`src/rtl/stopwatch_mmss.sv`:
```
// Up-counting mm:ss stopwatch with start/stop, clear and lap-freeze; saturates at 59:59 and
// blinks. Generates its own 1 Hz tick from MCLK and drives four BCD digits.
module stopwatch_mmss #(
    parameter int unsigned CLK_HZ = 25175000
) (
    input  logic       MCLK,
    input  logic       RST_N,
    input  logic       START_STOP,
    input  logic       CLEAR,
    input  logic       LAP,
    output logic [2:0] MIN_1,
    output logic [3:0] MIN_0,
    output logic [2:0] SEC_1,
    output logic [3:0] SEC_0,
    output logic       RUNNING,
    output logic       LAP_ACTIVE,
    output logic       DONE,
    output logic       BLINK
);

    localparam int unsigned PW = (CLK_HZ > 1) ? $clog2(CLK_HZ) : 1;
    localparam logic [PW-1:0] PRESC_MAX = PW'(CLK_HZ - 1);
    // Count packed as {min_1[2:0], min_0[3:0], sec_1[2:0], sec_0[3:0]}.
    localparam logic [13:0] CNT_MAX = {3'd5, 4'd9, 3'd5, 4'd9};

    typedef enum logic [1:0] {StStop, StRun, StLap, StDone} state_e;

    state_e        state_q, state_d;
    logic [13:0]   cnt_q, cnt_d;
    logic [13:0]   latch_q, latch_d;
    logic [PW-1:0] presc_q, presc_d;
    logic          blink_q, blink_d;
    logic          ss_q, clr_q, lap_btn_q;
    logic          running_q, lap_active_q, done_q;
    logic          ss_ev, clr_ev, lap_ev, tick, at_max;

    function automatic logic [13:0] incr(input logic [13:0] c);
        logic [2:0] m1;
        logic [3:0] m0;
        logic [2:0] s1;
        logic [3:0] s0;
        {m1, m0, s1, s0} = c;
        if (s0 == 4'd9) begin
            s0 = 4'd0;
            if (s1 == 3'd5) begin
                s1 = 3'd0;
                if (m0 == 4'd9) begin
                    m0 = 4'd0;
                    m1 = m1 + 3'd1;
                end else begin
                    m0 = m0 + 4'd1;
                end
            end else begin
                s1 = s1 + 3'd1;
            end
        end else begin
            s0 = s0 + 4'd1;
        end
        return {m1, m0, s1, s0};
    endfunction

    assign ss_ev  = ss_q & ~START_STOP;
    assign clr_ev = clr_q & ~CLEAR;
    assign lap_ev = lap_btn_q & ~LAP;
    assign tick   = (state_q != StStop) && (presc_q == PRESC_MAX);
    assign at_max = (cnt_q == CNT_MAX);

    always_comb begin
        state_d = state_q;
        cnt_d   = cnt_q;
        latch_d = latch_q;
        blink_d = 1'b1;
        unique case (state_q)
            StStop: begin
                if (clr_ev) begin
                    cnt_d = '0;
                end else if (ss_ev) begin
                    state_d = StRun;
                end
            end
            StRun, StLap: begin
                if (tick && !at_max) begin
                    cnt_d = incr(cnt_q);
                end
                if (ss_ev) begin
                    state_d = StStop;
                end else if (lap_ev) begin
                    if (state_q == StRun) begin
                        state_d = StLap;
                        latch_d = cnt_q;
                    end else begin
                        state_d = StRun;
                    end
                end else if (tick && at_max) begin
                    state_d = StDone;
                end
            end
            StDone: begin
                blink_d = tick ? ~blink_q : blink_q;
                if (clr_ev) begin
                    state_d = StStop;
                    cnt_d   = '0;
                    blink_d = 1'b1;
                end
            end
            default: state_d = StStop;
        endcase
        // Prescaler parks at 0 while stopped so a start always gets a full period.
        if (state_q == StStop || state_d == StStop || tick) begin
            presc_d = '0;
        end else begin
            presc_d = presc_q + 1'b1;
        end
    end

    always_ff @(posedge MCLK or negedge RST_N) begin
        if (!RST_N) begin
            state_q      <= StStop;
            cnt_q        <= '0;
            latch_q      <= '0;
            presc_q      <= '0;
            blink_q      <= 1'b1;
            ss_q         <= 1'b1;
            clr_q        <= 1'b1;
            lap_btn_q    <= 1'b1;
            running_q    <= 1'b0;
            lap_active_q <= 1'b0;
            done_q       <= 1'b0;
        end else begin
            state_q      <= state_d;
            cnt_q        <= cnt_d;
            latch_q      <= latch_d;
            presc_q      <= presc_d;
            blink_q      <= blink_d;
            ss_q         <= START_STOP;
            clr_q        <= CLEAR;
            lap_btn_q    <= LAP;
            running_q    <= (state_d == StRun) || (state_d == StLap);
            lap_active_q <= (state_d == StLap);
            done_q       <= (state_d == StDone);
        end
    end

    always_comb begin
        if (state_q == StLap) begin
            {MIN_1, MIN_0, SEC_1, SEC_0} = latch_q;
        end else begin
            {MIN_1, MIN_0, SEC_1, SEC_0} = cnt_q;
        end
    end

    assign RUNNING    = running_q;
    assign LAP_ACTIVE = lap_active_q;
    assign DONE       = done_q;
    assign BLINK      = blink_q;

endmodule

```
`config.mk`:
```
export PLATFORM = sky130hd
export DESIGN_NAME = stopwatch_mmss
export DESIGN_NICKNAME = d
export VERILOG_FILES = /design/src/rtl/stopwatch_mmss.sv
export SDC_FILE = /design/constraint.sdc
export NUM_CORES = 1
export LEC_CHECK = 0
export CAP_MARGIN = 20
export CORE_ASPECT_RATIO = 1.25
export CORE_MARGIN = 2
export CORE_UTILIZATION = 55
export DETAILED_ROUTE_END_ITERATION = 12
export GPL_TIMING_DRIVEN = 1
export PLACE_DENSITY_LB_ADDON = 0.1
export SLEW_MARGIN = 20
export SYNTH_ARGS = -nofsm -noshare
export SYNTH_HDL_FRONTEND = slang
export SYNTH_SLANG_ARGS = --single-unit
```
`constraint.sdc`:
```
create_clock -name MCLK -period 3.2 [get_ports MCLK]
set_input_delay 0.64 -clock MCLK [delete_from_list [all_inputs] [get_ports MCLK]]
set_output_delay 0.64 -clock MCLK [all_outputs]
set_load 0.01 [all_outputs]
```
---- Word-level counts from Yosys, hierarchy flattened ----
Cells that the tools add are included.
storage, ports and cells
  output and inout port bits .............. 18
  bits in registers ....................... 62
cells by class
  bitwise logic cells ..................... 8
  add/subtract/negate cells ............... 5
  eq/ne operators ......................... 17
  reduce and logical (&&, ||, !) cells .... 17
  multiplexer cells ....................... 28
operators with widths
  kind                   count
  $mux 14                2
  $pmux 14 s2            1
  $add 25x1->25 const B  1
  $eq 25x25->1 const B   1
  $mux 25                1
  $mux 4                 6
  $mux 3                 7
  $eq 14x14->1 const B   1
  $mux 2                 7
  $add 4x1->4 const B    2
  $eq 2x2->1 const B     4
  $eq 4x4->1 const B     2
  $ne 2x2->1 const B     4
  $reduce_and 4->1       2
  $add 3x1->3 const B    2
  $pmux 2 s3             1
  $not 1->1              5
  $reduce_and 5->1       1
  $eq 2x1->1 const B     2
  $logic_not 2->1        2
  $reduce_or 2->1        2
  $and 1x1->1            3
  $eq 3x3->1 const B     1
  $logic_and 1x1->1      3
  other kinds (8)        12

---- Logic depth before layout (Yosys ltp) ----
Gate-level depths: netlist (run 1).
  depth in word-level cells ............... 11
  gate-level depth with buffers ........... 13
  depth with buffers taken out ............ 10

---- Least setup slack after synthesis (run 1) ----
OpenSTA, ideal clock, no wires.
  path type ............................... register to register
  start ................................... register state_q[0]
  end ..................................... register presc_q[12]
  arrival time ............................ 2701 ps
  cell stages (with the launch flop) ...... 14
  buffers on the path ..................... 3
  setup slack ............................. 427 ps
  setup time .............................. 72 ps
  path through ............................ dfrtp_1 > inv_1 > ha_1 > buf_2 > and3b_1 > nand4_1 > nand3b_1 > o21a_1 > o31a_1 > ha_1 > or3_1 > buf_2 > buf_4 > nor2_1
on the way
  longest elaborated chain between the ends .. 11
  elaborated cells on any way between the ends .. 20
  classes of those cells .................. 3 x eq/ne; 9 x mux; 8 x reduce/logical
ends and longest elaborated chain
  what                    RTL line  RTL
  start, declared         28        state_e state_q, state_d;
  start signal, assigned  118       state_q <= StStop;
  start signal, assigned  130       state_q <= state_d;
  $reduce_bool 2->1       65        assign tick = (state_q != StStop) && (presc_q == PRESC_MAX);
  $logic_and 1x1->1       65
  $logic_and 1x1->1       94        end else if (tick && at_max) begin
  $mux 2                  94
  $mux 2                  87        end else if (lap_ev) begin
  $mux 2                  85        if (ss_ev) begin
  $pmux 2 s3              73        unique case (state_q)
  $logic_not 2->1         109       if (state_q == StStop || state_d == StStop || tick) begin
  $logic_or 1x1->1        109
  $logic_or 1x1->1 (*)    109
  $mux 25 (*)             109
  net presc_d[12]         31        logic [PW-1:0] presc_q, presc_d;
  end signal, assigned    133       presc_q <= presc_d;
  end, declared           31
Mark *: on every way through the listed nets, which the timed path passes. The rest lies on a longest branch.
A chain may end at the register's enable or synchronous reset.

---- Worst setup path in the final report (run 1) ----
  start ................................... register state_q[0]
  end ..................................... register presc_q[19]
Same word-level chain as after synthesis.

==> impl_metrics.json, run 1 <==
{
  "status": "finished clean",
  "die_w_um": 73.4,
  "finalNetCount": 370,
  "rows": 31,
  "r2r_start": "state_q[0]$_DFF_PN0_",
  "grt_pass1_wl_um": 11100,
  "hold_buffers": 0,
  "antenna_left": 0,
  "cts_buffers": 9,
  "gr-total-overflow": 0,
  "syn_area_per_cell_um2": 10.4,
  "power_mw": 2.21,
  "dieArea_mm2": 0.00665,
  "switching_share": 0.311,
  "ys_ff_latch": 62,
  "clkPwrFrac": 0.341,
  "routed_wirelength_um": 6480,
  "seqPwrFrac": 0.415,
  "die_y_um": 90.7,
  "period_needed_ns": 3.01,
  "synth_edf_count": 0,
  "clock_sinks": 62,
  "track_usage": 0.216,
  "ir_drop_v": 0.000343,
  "antenna_found_initial": 0,
  "dpl-instance-area_mm2": 0.00362,
  "gp_congestion": 0.809,
  "area_growth_pct": 16.0,
  "cts_max_path_buffers": 2,
  "drtIter0Drc": 101,
  "grt_setup_unrepaired": "false",
  "startpoint_type": "flop",
  "synth_area_mm2": 0.00331,
  "skew_ns": 0.00768,
  "setup_viol": 0,
  "viasPerCell": 5.87,
  "worst_slew_pin_slew_ns": 0.791,
  "power.internal_mw": 1.53,
  "grt_start_max_net_pins": 35,
  "slowest_delay_ns": 0.47,
  "pre_cts_ws_ns": 0.237,
  "utilization": 0.659,
  "slowest_stage": "dfrtp_1",
  "clk_latency_ns": 0.34,
  "drive_gt1_frac": 0.163,
  "worstPathRequired_ns": 3.47,
  "fin_tns_setup_ns": 0,
  "start_util": 0.568,
  "cts.repair.resized": 0,
  "r2r_cells": 11,
  "io_buffers": 22,
  "cts_setup_buffers": 0,
  "hpwlAfterDp_um": 4630,
  "synth_cells": 319,
  "routedWlPerCell_um": 15.3,
  "critical_path.most_common_cell": "ha_1",
  "dr.pass1.iters": 4,
  "ys.flop_type": "dfrtp_1",
  "path_class": "flop to flop",
  "hold_viol": 0,
  "instances_no_fill": 422,
  "synth_nets": 338,
  "yosysUniqueCellTypes": 52,
  "core_mm2": 0.00582,
  "yosys_warnings": 0,
  "ys_seq_area_frac": 0.471,
  "cp.arrival_ns": 3.27,
  "cts-root-buf": "clkbuf_8",
  "final_common_cell": "dfrtp_1",
  "critPathMaxFanout": 25,
  "clkTransAtPathRegs_ns": 0.07,
  "io_pins": 23,
  "min_path_type": "primary input to asynchronous set/reset pin",
  "dr_total_vias": 2477,
  "final_cell_mix": "dfrtp_1 (58), nor2_1 (33), nand2_1 (26), nand3_1 (21), clkdlybuf4s50_1 (21)",
  "fin_crit_sh": 0.939,
  "cp_cell_sequence": "inv_1 -> ha_1 -> and3b_1 -> nand4_1 -> nand3b_1 -> o21a_1 -> o31a_1 -> ha_1 -> or3_1 -> buf_4 -> nor2_1",
  "synth-async-reset-ratio": 1.00,
  "post-route-drc-count": 0,
  "relSlewSlack": 0.468,
  "p_switching_mw": 0.687,
  "worst_slack_ns": 0.195,
  "grt_pass1_vias": 2398,
  "maxCapViolCount": 0,
  "dp.cells": 406,
  "slew_violations": 0,
  "p_leak_nw": 1.70,
  "whs_ns": 0.302,
  "reg2reg_slack_ns": 0.19,
  "pwr-share-comb": 0.245,
  "powerDensity_mw_per_mm2": 577,
  "endpoint_kind": "flop",
  "h-tree-depth": 3,
  "max_freq_mhz": 333,
  "tritoncts": "done",
  "reg2reg_to": "presc_q[19]$_DFF_PN0_",
  "diodes": 0,
  "final_area_mm2": 0.00384
}
-- state kept, by name (all words and copies together), names as in the netlist --
name	cells
RUNNING	1
BLINK	1
lap_btn_q	1
presc_q	25
state_q	2
latch_q	14
cnt_q	14
LAP_ACTIVE	1
ss_q	1
DONE	1
clr_q	1
-- routing by layer --
metal | track usage | part of all wire | vias to the layer above | wire (µm)
met1 | 0.258 | 0.43 | 1232 | 2810
li1 | - | - | 1195 | -
met4 | 0.112 | 0.015 | 0 | 97
met3 | 0.0413 | 0.027 | 10 | 178
met5 | 0 | 0 | - | 0
met2 | 0.359 | 0.52 | 40 | 3390
-- critical path: cells and delay by family, from the launching register on --
family	cells	cell delay, ns
buffers and inverters	2	0.33
flip-flops	1	0.47
AND/OR/NAND/NOR	5	1.20
adder cells (fa/ha/maj)	2	0.48
AO/OA/AOI/OAI	2	0.46
-- cells by family after synthesis --
group / after synthesis / synth area share
adder cells (fa/ha/maj): 14 / 0.0530
AO/OA/AOI/OAI: 39 / 0.0832
flip-flops: 62 / 0.471
buffers and inverters: 22 / 0.0303
multiplexers: 24 / 0.0802
XOR/XNOR: 24 / 0.0636
AND/OR/NAND/NOR: 134 / 0.219
-- worst max path at each step --
stage | from | slack [ns] | to | cells past startpoint
6_report | state_q[0]$_DFF_PN0_ | 0.19 | presc_q[19]$_DFF_PN0_ | 11
4_1_cts | state_q[0]$_DFF_PN0_ | 0.22 | presc_q[19]$_DFF_PN0_ | 11
3_5_place_dp | state_q[0]$_DFF_PN0_ | 0.24 | presc_q[19]$_DFF_PN0_ | 11
3_3_place_gp | state_q[0]$_DFF_PN0_ | 0.30 | presc_q[8]$_DFF_PN0_ | 11
2_1_floorplan | state_q[0]$_DFF_PN0_ | 0.43 | presc_q[12]$_DFF_PN0_ | 13
5_1_grt | state_q[0]$_DFF_PN0_ | 0.01 | presc_q[3]$_DFF_PN0_ | 11
-- power by group through the flow --
stage | combinational, mW | sequential [mW] | clock, mW
floorplan | 0.378 | 0.923 | 0
global placement | 0.532 | 0.929 | 0
detailed placement | 0.541 | 0.934 | 0
CTS | 0.542 | 0.919 | 0.767
global route | 0.608 | 0.929 | 0.807
finish | 0.541 | 0.918 | 0.754
-- synth_stat cells, types with 4 or more instances --
master	number	area, µm²
dfrtp_1	58	1450
nor2_1	33	124
nand2_1	26	97.6
nand3_1	21	105
mux2_2	20	225
xor2_1	18	158
ha_1	14	175
inv_1	11	41.3
nand4_1	11	68.8
o21ai_0	10	50.1
nand2b_1	8	50.1
clkbuf_1	6	22.5
nor2b_1	6	37.5
xnor2_1	6	52.6
a31oi_1	4	25.0
dfstp_2	4	105
mux2i_1	4	40.0
o31ai_1	4	30.0
-- final cells by class --
cell class                 instances  area (µm²)
fill                             492        1980
tap                               66        82.6
clock buffer                      12         145
multi-input combinational        235        1650
clock inverter                     4        70.1
timing repair buffer              32         290
sequential                        62        1560
inverter                          11        41.3
(Power assumes the default switching activity.)
==> run 2, diff against run 1 <==
--- a/config.mk
+++ b/config.mk
@@ -12,6 +12,7 @@
 export DETAILED_ROUTE_END_ITERATION = 12
 export GPL_TIMING_DRIVEN = 1
 export PLACE_DENSITY_LB_ADDON = 0.1
+export SKIP_CTS_REPAIR_TIMING = 1
 export SLEW_MARGIN = 20
 export SYNTH_ARGS = -nofsm -noshare
 export SYNTH_HDL_FRONTEND = slang
==> results of run 2 <==
No change in the layout: final DEF, timing and power equal those of run 1.
==> run 3, diff against run 2 <==
--- a/config.mk
+++ b/config.mk
@@ -17,3 +17,4 @@
 export SYNTH_ARGS = -nofsm -noshare
 export SYNTH_HDL_FRONTEND = slang
 export SYNTH_SLANG_ARGS = --single-unit
+export TNS_END_PERCENT = 10
==> results of run 3 <==
No change in the layout: final DEF, timing and power equal those of run 1.
